[config.mk]
export PLATFORM = sky130hd
export DESIGN_NAME = ml_rowseq
export DESIGN_NICKNAME = d
export VERILOG_FILES = /design/src/rtl/ml_rowseq.sv
export SDC_FILE = /design/constraint.sdc
export NUM_CORES = 1
export LEC_CHECK = 0
export CAP_MARGIN = 40
export CORE_MARGIN = 3
export CORE_UTILIZATION = 40
export DETAILED_ROUTE_END_ITERATION = 10
export HOLD_SLACK_MARGIN = 0.03
export PLACE_DENSITY_LB_ADDON = 0.1
export SLEW_MARGIN = 20
export SYNTH_ARGS = -nofsm -noshare
export SYNTH_HDL_FRONTEND = slang
export SYNTH_SLANG_ARGS = --single-unit
[constraint.sdc]
create_clock -name clk -period 3.3 [get_ports clk]
set_input_delay 0.66 -clock clk [delete_from_list [all_inputs] [get_ports clk]]
set_output_delay 0.66 -clock clk [all_outputs]
set_load 0.005 [all_outputs]
[src/rtl/ml_rowseq.sv]
// Row sequencer for the CRAM row-driver chain: clears the RSR, walks a one-hot
// token down the rows, strobes each wordline for a read or write, then flushes.
module ml_rowseq #(
    parameter int ROW_W     = 10,
    parameter int SETUP_CYC = 2,
    parameter int ACT_CYC   = 4
) (
    input  logic             clk,
    input  logic             rst,
    input  logic             start,
    input  logic             op_wr,
    input  logic [ROW_W-1:0] num_rows,
    input  logic             abort,
    input  logic             row_ack,
    input  logic             chain_tail,
    output logic             rsr_rst,
    output logic             smc_rsr_in,
    output logic             smc_rsr_inc,
    output logic             smc_write,
    output logic             cram_wl_en,
    output logic             row_req,
    output logic             rd_strobe,
    output logic [ROW_W-1:0] row_idx,
    output logic             busy,
    output logic             done,
    output logic             err
);

    typedef enum logic [3:0] {
        S_IDLE,
        S_CLR,
        S_INJ_HI,
        S_INJ_LO,
        S_DATA,
        S_SETUP,
        S_ACT,
        S_HOLD,
        S_SHIFT_HI,
        S_SHIFT_LO,
        S_FLUSH_HI,
        S_FLUSH_LO,
        S_DONE,
        S_ABORT
    } state_t;

    localparam logic [3:0] SETUP_LAST = 4'(SETUP_CYC - 1);
    localparam logic [3:0] ACT_LAST   = 4'(ACT_CYC - 1);
    localparam logic [ROW_W-1:0] ROW_ONE = ROW_W'(1);

    state_t           r_state;
    state_t           w_state_n;
    logic [3:0]       r_cnt;
    logic [3:0]       w_cnt_n;
    logic [ROW_W-1:0] r_row;
    logic [ROW_W-1:0] w_row_n;
    logic [ROW_W-1:0] r_num;
    logic [ROW_W-1:0] w_num_n;
    logic             r_op;
    logic             w_op_n;
    logic             r_err;
    logic             w_err_n;
    logic             w_last;
    logic             w_abort_ok;

    logic             w_rsr_rst_n;
    logic             w_rsr_in_n;
    logic             w_rsr_inc_n;
    logic             w_write_n;
    logic             w_wl_n;
    logic             w_req_n;
    logic             w_rd_n;
    logic             w_busy_n;
    logic             w_done_n;

    assign row_idx = r_row;
    assign err     = r_err;

    always_comb begin
        w_state_n  = r_state;
        w_cnt_n    = '0;
        w_row_n    = r_row;
        w_num_n    = r_num;
        w_op_n     = r_op;
        w_err_n    = r_err;
        w_last     = (r_row == (r_num - ROW_ONE));
        w_abort_ok = abort &&
                     !(r_state inside {S_IDLE, S_DONE, S_ABORT});

        case (r_state)
            S_IDLE: begin
                if (start) begin
                    w_err_n = 1'b0;
                    if (num_rows == '0) begin
                        w_state_n = S_DONE;
                    end else begin
                        w_op_n    = op_wr;
                        w_num_n   = num_rows;
                        w_row_n   = '0;
                        w_state_n = S_CLR;
                    end
                end
            end
            S_CLR:    w_state_n = S_INJ_HI;
            S_INJ_HI: w_state_n = S_INJ_LO;
            S_INJ_LO: begin
                w_row_n   = '0;
                w_state_n = r_op ? S_DATA : S_SETUP;
            end
            S_DATA: begin
                if (row_ack) w_state_n = S_SETUP;
            end
            S_SETUP: begin
                if (r_cnt >= SETUP_LAST) w_state_n = S_ACT;
                else w_cnt_n = r_cnt + 4'd1;
            end
            S_ACT: begin
                if (r_cnt >= ACT_LAST) w_state_n = S_HOLD;
                else w_cnt_n = r_cnt + 4'd1;
            end
            S_HOLD: begin
                // Token must be visible at the tail exactly on the last row.
                if (chain_tail != w_last) begin
                    w_err_n   = 1'b1;
                    w_state_n = S_ABORT;
                end else if (w_last) begin
                    w_state_n = S_FLUSH_HI;
                end else begin
                    w_state_n = S_SHIFT_HI;
                end
            end
            S_SHIFT_HI: w_state_n = S_SHIFT_LO;
            S_SHIFT_LO: begin
                if (!w_last) w_row_n = r_row + ROW_ONE;
                w_state_n = r_op ? S_DATA : S_SETUP;
            end
            S_FLUSH_HI: w_state_n = S_FLUSH_LO;
            S_FLUSH_LO: w_state_n = S_DONE;
            S_DONE:     w_state_n = S_IDLE;
            S_ABORT:    w_state_n = S_DONE;
            default:    w_state_n = S_IDLE;
        endcase

        if (w_abort_ok) begin
            w_err_n   = 1'b1;
            w_state_n = S_ABORT;
            w_cnt_n   = '0;
        end

        // Outputs are decoded from the next state so they leave a flop.
        w_rsr_rst_n = (w_state_n inside {S_CLR, S_ABORT});
        w_rsr_in_n  = (w_state_n inside {S_INJ_HI, S_INJ_LO});
        w_rsr_inc_n = (w_state_n inside {S_INJ_HI, S_SHIFT_HI, S_FLUSH_HI});
        w_write_n   = w_op_n && (w_state_n inside {S_SETUP, S_ACT});
        w_wl_n      = (w_state_n == S_ACT);
        w_req_n     = (w_state_n == S_DATA);
        w_rd_n      = !w_op_n && (w_state_n == S_ACT) && (w_cnt_n == ACT_LAST);
        w_busy_n    = !(w_state_n inside {S_IDLE, S_DONE});
        w_done_n    = (w_state_n == S_DONE);
    end

    always_ff @(posedge clk or posedge rst) begin
        if (rst) begin
            r_state     <= S_IDLE;
            r_cnt       <= '0;
            r_row       <= '0;
            r_num       <= '0;
            r_op        <= 1'b0;
            r_err       <= 1'b0;
            rsr_rst     <= 1'b0;
            smc_rsr_in  <= 1'b0;
            smc_rsr_inc <= 1'b0;
            smc_write   <= 1'b0;
            cram_wl_en  <= 1'b0;
            row_req     <= 1'b0;
            rd_strobe   <= 1'b0;
            busy        <= 1'b0;
            done        <= 1'b0;
        end else begin
            r_state     <= w_state_n;
            r_cnt       <= w_cnt_n;
            r_row       <= w_row_n;
            r_num       <= w_num_n;
            r_op        <= w_op_n;
            r_err       <= w_err_n;
            rsr_rst     <= w_rsr_rst_n;
            smc_rsr_in  <= w_rsr_in_n;
            smc_rsr_inc <= w_rsr_inc_n;
            smc_write   <= w_write_n;
            cram_wl_en  <= w_wl_n;
            row_req     <= w_req_n;
            rd_strobe   <= w_rd_n;
            busy        <= w_busy_n;
            done        <= w_done_n;
        end
    end

endmodule

* Word-level counts from Yosys, hierarchy flattened
Index checks and enable logic that the tools add are counted.
** Word-level totals
- Output and inout bits :: 20
- Bits in registers :: 39
- Word-level logic and storage cells :: 100
- Bits of input ports :: 17
** Cells by class
- Muxes and demuxes :: 25
- Add/sub/neg operators :: 3
- Eq/ne operators :: 31
- Reduce and logical (&&, ||, !) cells :: 23
- Magnitude comparators :: 2
- Bitwise gates (word level) :: 1
** Operators by type and width (count)
- one-hot mux 4 bit (11 select lines) :: 1
- equality test 4 bit (second input constant) :: 10
- two-way mux 4 bit :: 9
- two-way mux 10 bit :: 3
- one-hot mux 10 bit (3 select lines) :: 1
- equality test 4 x 3 -> 1 bit (second input constant) :: 7
- equality test 4 x 2 -> 1 bit (second input constant) :: 5
- nonzero test 3 bit :: 4
- adder 10 x 1 -> 10 bit (second input constant) :: 1
- equality test 10 bit :: 1
- zero test 10 bit :: 1
- subtractor 10 x 1 -> 10 bit (second input constant) :: 1
- equality test 4 x 1 -> 1 bit (second input constant) :: 2
- zero test 4 bit :: 2
- one-hot mux 4 bit (2 select lines) :: 1
- nonzero test 2 bit :: 4
- two-way mux 1 bit :: 7
- inequality test 2 bit (second input constant) :: 3
- inequality test 3 bit (second input constant) :: 2
- AND reduction 3 bit :: 2
- adder 4 x 1 -> 4 bit (second input constant) :: 1
- greater-or-equal comparator 4 x 1 -> 1 bit (second input constant) :: 1
- greater-or-equal comparator 4 x 2 -> 1 bit (second input constant) :: 1
- logical AND 1 bit :: 4
- 8 further kinds :: 11

* Logic depth before layout (Yosys ltp)
Gate-level depths: netlist of the first run.
- Depth after elaboration :: 9
- Depth in mapped cells :: 16
- Depth with buffers taken out :: 15

* Worst setup path after synthesis of the first run
OpenSTA, ideal clock, no wires.
- Kind :: flip-flop to flip-flop
- Start :: register r_num[2]
- End :: register rd_strobe
- Required time :: 3195 ps
- Arrival :: 3214 ps
- Setup slack :: -19 ps
- Path buffers :: 1
- Clock period less this slack :: 3319 ps
- Library setup time :: 105 ps
- Cell stages (with the launch flop) :: 15
- Cells stage by stage :: dfrtp_1 or3_4 nor3b_4 mux2i_1 o21ai_2 a211oi_4 buf_6 ha_1 inv_1 nor3_1 o21ai_0 o211ai_1 nor2_1 nor3b_1 nor4b_1
** On the way
- Word-level cells in the longest chain between the ends :: 9
- Elaborated cells between the ends (all ways) :: 10
- Classes of those cells :: 1 x add/sub; 3 x eq/ne; 4 x mux; 2 x reduce/logical
** Ends and longest elaborated chain
- start: declaration :: line 56 : logic [ROW_W-1:0] r_num;
- start signal: assignment :: line 182 : r_num <= w_num_n;
- subtractor 10 x 1 -> 10 bit * :: line 85 : w_last = (r_row == (r_num - ROW_ONE));
- equality test 10 bit * :: line 85
- inequality test 1 bit / two-way mux 2 bit (equally long branches) :: line 122, 125
- two-way mux 3 bit * :: line 122 : if (chain_tail != w_last) begin
- one-hot mux 4 bit (11 select lines) * :: line 89 : case (r_state)
- two-way mux 4 bit * :: line 143 : if (w_abort_ok) begin
- equality test 4 x 3 -> 1 bit *
- named net w_wl_n :: line 69 : logic w_wl_n;
- logical AND 1 bit * (2 in a row) :: line 156 : w_rd_n = !w_op_n && (w_state_n == S_ACT) && (w_cnt_n == ACT_LAST);
- named net w_rd_n :: line 71 : logic w_rd_n;
- end signal: assignment :: line 191 : rd_strobe <= w_rd_n;
- end: declaration :: line 22 : output logic rd_strobe,
Mark *: on every way through the listed nets, which the timed path passes. The rest lies on a longest branch.
A chain may end at the register's enable or synchronous reset.

* Worst setup path in the final report of the first run
- Start :: register r_num[4]
- End :: register smc_rsr_in
** On the way
- Word-level cells in the longest chain between the ends :: 8
- Elaborated cells between the ends (all ways) :: 10
- Classes of those cells :: 1 x add/sub; 4 x eq/ne; 4 x mux; 1 x reduce/logical
** Ends and longest elaborated chain
- subtractor 10 x 1 -> 10 bit * :: line 85
- equality test 10 bit * :: line 85
- inequality test 1 bit * :: line 122
- two-way mux 3 bit * :: line 122
- one-hot mux 4 bit (11 select lines) * :: line 89
- two-way mux 4 bit * :: line 143
- named net w_state_n[2] :: line 51 : state_t w_state_n;
- equality test 4 x 2 -> 1 bit :: line 151 : w_rsr_in_n = (w_state_n inside {S_INJ_HI, S_INJ_LO});
- nonzero test 2 bit * :: line 151
- named net w_rsr_in_n :: line 66 : logic w_rsr_in_n;
- end signal: assignment :: line 186 : smc_rsr_in <= w_rsr_in_n;
- end: declaration :: line 17 : output logic smc_rsr_in,
Marked as above.

==> results.ini, run 1 <==
[status]
outcome = finished, final reports clean

[logic_synthesis]
syn_nets = 271
ys.warnings.count = 0
syn_inst = 248
synth_area_per_cell_um2 = 9.39
seq_area_frac_synth_pct = 41.9
ys.flop_type = dfrtp_1
async_flop_share_pct = 100
synth-edff-count = 0
synth.distinct_cells = 51
ys_ff_latch = 39
syn-cell-area_mm2 = 0.00233

[global_route]
grt_max_degree = 40
grt_pass1_wl_um = 8930
grtUsageTotal_pct = 17.3
grt_pass1_vias = 1914
antenna_found_initial = 0
grt_overflow = 0

[die]
initial_utilization_pct = 41.8
dieArea_mm2 = 0.00678
die_width_um = 82.3
die_h_um = 82.3
num_io_pins = 37
core-area_mm2 = 0.00557
core.rowCount = 27

[setup_path]
worst_ep_required_time_ns = 3.51
cp_num_buf_inv = 1
crit_family = simple AND/OR/NAND/NOR gates
critPathKind = reg -> reg
cpPeakStageDelay_ns = 0.43
crit_fanout = 4
cp.arrival_ns = 3.26
cp_cell_sequence = or3_4, nor3b_4, mux2_4, o21ai_2, a211oi_4, ha_1, inv_1, a31oi_1, nand2_1, o21ai_2, or3_4, nor4_2
worstSetupPathDepth = 12
end_kind = register
crit_slowest_cell = dfrtp_1
startpoint_type = register
reg2reg_depth = 12

[timing]
setup_violations = 0
rsz0062_at_grt = false
layout_setup_ws_ns = 0.249
worst_pin_slew_ns = 0.670
maxSlewHeadroom_pct = 55.1
hold_viol = 0
skew_ns = 0.00973
tns_ns = 0
finalMaxSlewViolations = 0
min_period_over_period_pct = 92.5
fmax_mhz = 328
fin_crit_ns = 3.05

[placed_design]
pre_cts_ws_ns = 0.111
place_area_mm2 = 0.00284
dp_cells = 360
gp_congestion = 0.827
hpwl_um = 4000
port_buffers = 36

[cts]
cts_tree = yes
clock_latency_ns = 0.30
postCtsSetupBuffers = 0
htree_num_levels = 2
clock-root-buffer = clkbuf_8
clk_pin_slew_ns = 0.08
cts_made_buffers = 5
clockBufferDepth = 2
cts_sinks = 39

[detailed_routing]
firstDrtPassIters = 4
drc = 0
drtIter0Drc = 101
vias = 1978
via_per_inst = 5.38
drtAntennaViolNets = 0
wl_per_cell_um = 14.7
finalWirelength_um = 5410

[min_path]
hold_depth = 1
min-delay-path-class = reg -> reg

[layout]
areaGrowthSynthToFinish_pct = 28.8
nNetsFinal = 318
final_core_util_pct = 53.8
finish.instance_area_mm2 = 0.00300
final_common_cell = dfrtp_1
diodes = 0
drive_gt1_share_pct = 15.2
layout_common_cells = dfrtp_1, clkdlybuf4s50_1, nand2_1
final_cells = 368

[power]
p_per_area_mw_per_mm2 = 912
peakVddDrop_uv = 565
p_leak_nw = 1.26

[flow_run]
cap_violations = 0

## cell families after synthesis
group / after synthesis / share of synthesized area, %
flops: 39 / 41.9
other cells: 1 / 0.161
fa+ha+maj: 6 / 3.22
mux: 15 / 7.25
xor+xnor: 12 / 4.51
buf+inv: 20 / 3.71
simple gates: 117 / 27.8
compound gates: 38 / 11.5
## layout make-up
| class | instances | area (um^2) |
|---|---|---|
| Timing Repair Buffer | 50 | 465 |
| Clock inverter | 3 | 67.6 |
| Clock buffer | 5 | 68.8 |
| Inverter | 10 | 37.5 |
| Fill cell | 517 | 2570 |
| Multi-Input combinational cell | 189 | 1290 |
| Sequential cell | 39 | 976 |
| Tap cell | 72 | 90.1 |
## layer usage
layer / GRT usage, % / vias to the layer above / wire, um
li1: - / 991 / -
met1: 22.1 / 943 / 2490
met2: 28.8 / 36 / 2660
met3: 3.58 / 8 / 186
met4: 5.98 / 0 / 81
met5: 0 / - / 0
## worst register-to-register path, delay by kind of cell, from the launching register on
family                   cells  cell delay, ns
multiplexers                 1            0.33
AO/OA/AOI/OAI                4            0.41
adder cells (fa/ha/maj)      1            0.30
buffers and inverters        1            0.08
AND/OR/NAND/NOR              5            1.42
flip-flops                   1            0.43
## state kept, by name, indices dropped and copies added, names as in the netlist
name,flops
r_state,4
smc_write,1
err,1
smc_rsr_inc,1
cram_wl_en,1
done,1
rd_strobe,1
rsr_rst,1
r_num,10
row_idx,10
r_op,1
busy,1
r_cnt,4
row_req,1
smc_rsr_in,1
## power breakdown
part           internal, mW  switching (mW)
Sequential            0.650           0.218
Combinational         0.707           0.677
Clock                 0.302           0.182
## cells in the mapped netlist, types with 6 or more instances
cell      instances  area [um^2]
o21ai_0           6         30.0
nand2b_1          8         50.1
nand3_1          19         95.1
nor4_1            6         37.5
mux2_2           11          124
a21oi_1           9         45.0
dfrtp_1          39          976
xnor2_1          10         87.6
ha_1              6         75.1
nand2_1          24         90.1
inv_1            10         37.5
nor2_1           16         60.1
nor3_1            7         35.0
## path summary, 6_finish.rpt
check	endpoint	start	slack (ns)
setup / recovery	smc_rsr_in	r_num[4]	0.25
hold / removal	rd_strobe	r_cnt[3]	0.47
setup reg to reg	smc_rsr_in	r_num[4]	0.25
hold reg to reg	rd_strobe	r_cnt[3]	0.47
max in group asynchronous	r_cnt[0]	rst	2.18
min in group asynchronous	rsr_rst	rst	0.77
## through the flow
stage               hold WS, ns  total power, mW
CTS                       0.473             2.72
floorplan                 0.426             1.74
finish                    0.466             2.74
global route              0.499             2.95
global placement          0.471             2.22
detailed placement        0.461             2.23
## timing repair
| item | 4_1_cts | 5_1_grt |
|---|---|---|
| hold buffers | 0 | 0 |
| resized for setup | 0 | 6 |
| setup endpoints to repair | 0 | 5 |
Note: power is estimated with default switching activity, not from simulation.
==> inputs of run 2 (changes only) <==
Settings changed: CAP_MARGIN 40 to not set.
==> results of run 2 <==
No change in the layout: final DEF, timing and power equal those of run 1.
==> inputs of run 3 (changes only) <==
Settings changed: CORE_UTILIZATION 40 to 48.
==> run 3 against run 2 <==
Effect of this change: largest cell class unchanged; combinational power is essentially flat; first-iteration DRC count up 24%; clock skew grew 0.00060 ns; largest power group unchanged; fmax down 2.0%; register-to-register slack got worse by 0.06 ns; non-clock buffer count is the same; global-route usage is 2.1 points higher.
==> results.ini, run 3 (synthesized netlist as in run 1, its figures left out) <==
[detailed_routing]
drtAntennaViolNets = 0  ; unchanged
via_per_inst = 5.79  ; was 5.38
finalWirelength_um = 5260  ; was 5410 um
drc = 0  ; unchanged
vias = 2015  ; was 1,978
firstDrtPassIters = 4  ; unchanged
wl_per_cell_um = 15.1  ; was 14.7 um
drtIter0Drc = 125  ; was 101

[setup_path]
crit_family = simple AND/OR/NAND/NOR gates  ; unchanged
crit_fanout = 3  ; was 4
r2r_end = rd_strobe  ; was smc_rsr_in
end_kind = register  ; unchanged
critPathKind = reg -> reg  ; unchanged
cp_cell_sequence = or3_4, nor3b_4, mux2_4, o21ai_2, a211oi_4, ha_1, inv_1, a31oi_1, nand2_1, o21ai_1, nand2_1, nor3b_1, nor4b_1  ; was or3_4, nor3b_4, mux2_4, o21ai_2, a211oi_4, ha_1, inv_1, a31oi_1, nand2_1, o21ai_2, or3_4, nor4_2
crit_path_end = rd_strobe  ; was smc_rsr_in
reg2reg_slack_ns = 0.19  ; was 0.25 ns
cp_common_cell = nand2_1
cp_num_buf_inv = 1  ; unchanged
cpPeakStageDelay_ns = 0.40  ; was 0.43 ns
worstSetupPathDepth = 13  ; was 12
cp.arrival_ns = 3.30  ; was 3.26 ns
startpoint_type = register  ; unchanged
r2r_start = r_num[2]  ; was r_num[4]
cp-startpoint = r_num[2]  ; was r_num[4]
reg2reg_depth = 13  ; was 12
worst_ep_required_time_ns = 3.48  ; was 3.51 ns
crit_slowest_cell = or3_4  ; was dfrtp_1

[die]
die_width_um = 75.7  ; was 82.3 um
num_io_pins = 37  ; unchanged
core-area_mm2 = 0.00450  ; was 0.00557 mm^2
initial_utilization_pct = 51.7  ; was 41.8%
core.rowCount = 24  ; was 27
dieArea_mm2 = 0.00573  ; was 0.00678 mm^2
die_h_um = 75.7  ; was 82.3 um

[power]
peakVddDrop_uv = 626  ; was 565 uV
p_leak_nw = 1.25  ; was 1.26 nW
p_per_area_mw_per_mm2 = 896  ; was 912 mW/mm^2
power_mw = 2.64  ; was 2.74 mW

[layout]
layout_common_cells = dfrtp_1, clkdlybuf4s50_1, nand2_1  ; unchanged
areaGrowthSynthToFinish_pct = 26.3  ; was 28.8%
drive_gt1_share_pct = 14.5  ; was 15.2%
diodes = 0  ; unchanged
final_common_cell = dfrtp_1  ; unchanged
nNetsFinal = 318  ; unchanged
fillerInstances = 373  ; was 517

[global_route]
grt_pass1_vias = 1842  ; was 1,914
antenna_found_initial = 0  ; unchanged
grt_max_degree = 40  ; unchanged
grt_pass1_wl_um = 8410  ; was 8930 um
grtUsageTotal_pct = 19.3  ; was 17.3%
grt_overflow = 0  ; unchanged

[timing]
finalMaxSlewViolations = 0  ; unchanged
maxSlewHeadroom_pct = 58.5  ; was 55.1%
skew_ns = 0.0103  ; was 0.00973 ns
setup_violations = 0  ; unchanged
worst_pin_slew_ns = 0.621  ; was 0.670 ns
rsz0062_at_grt = true  ; was false
fin_crit_ns = 3.11  ; was 3.05 ns
min_period_over_period_pct = 94.4  ; was 92.5%
fmax_mhz = 321  ; was 328 MHz
hold_viol = 0  ; unchanged
tns_ns = 0  ; unchanged
hold_ws_ns = 0.480  ; was 0.466 ns

[cts]
cts_tree = yes  ; unchanged
cts_sinks = 39  ; unchanged
clockBufferDepth = 2  ; unchanged
clock_latency_ns = 0.29  ; was 0.30 ns
clk_pin_slew_ns = 0.08  ; about the same
cts_made_buffers = 5  ; unchanged
htree_num_levels = 2  ; unchanged
holdBufCountCts = 0  ; unchanged
clock-root-buffer = clkbuf_8  ; unchanged

[min_path]
min-delay-path-class = reg -> reg  ; unchanged

[placed_design]
port_buffers = 36  ; unchanged
gp_congestion = 0.864  ; was 0.827
hpwl_um = 4030  ; was 4000 um

[status]
outcome = finished, final reports clean  ; unchanged

[flow_run]
cap_violations = 0  ; unchanged

run 3: worst min-delay path by stage:
| stage | startpoint | end | slack [ns] | cells after the start |
|---|---|---|---|---|
| finish | r_cnt[3] | rd_strobe | 0.48 | 1 |
| global route | r_cnt[3] | rd_strobe | 0.50 | 1 |
| CTS | r_cnt[3] | rd_strobe | 0.48 | 1 |
| detailed placement | r_cnt[3] | rd_strobe | 0.47 | 1 |
| global placement | r_cnt[3] | rd_strobe | 0.48 | 1 |
| floorplan | r_cnt[3] | rd_strobe | 0.43 | 1 |
run 3: area by class of cell:
type	count	area (um^2)	share of cell area, %
multi-input cells	189	1280	43.7
clock inverters	3	43.8	1.49
flip-flops and latches	39	976	33.2
repair buffers	50	465	15.8
well taps	52	65.1	2.21
clock buffers	5	68.8	2.34
inverters	10	37.5	1.28
run 3: per-layer routing:
layer / vias to the layer above / routed length [um] / track usage (%)
li1: 990 / - / -
met1: 973 / 2320 / 23.8
met2: 44 / 2680 / 33.6
met3: 8 / 171 / 4.22
met4: 0 / 87 / 6.60
met5: - / 0 / 0
run 3: what timing repair did:
item,4_1_cts,5_1_grt
setup endpoints to repair,0,5
buffers inserted,0,0
gates resized for setup,0,4
run 3: stage by stage:
| step | setup WS, ns | instance area [um^2] | util, % | std cells |
|---|---|---|---|---|
| 6_report | 0.186 | 2940 | 65.3 | 348 |
| 5_1_grt | -0.00567 | 2940 | 65.3 | 348 |
| 4_1_cts | 0.131 | 2930 | 65.0 | 348 |
| 3_5_place_dp | 0.145 | 2810 | 62.5 | 340 |
| 3_3_place_gp | 0.152 | 2810 | 62.5 | 340 |
| 2_1_floorplan | 0.0519 | 2330 | - | 248 |
run 3: where the power goes:
group	internal [mW]	total [mW]	switching (mW)
sequential	0.650	0.880	0.230
clock	0.225	0.395	0.170
combinational	0.703	1.36	0.659
run 3: worst register-to-register path: cells and delay by family, from the launching register on:
family,cells,cell delay (ns)
buffers and inverters,1,0.05
and+or+nand+nor,6,1.37
adders and majority gates,1,0.30
AOI/OAI and AO/OA,4,0.55
muxes,1,0.33
DFF,1,0.39
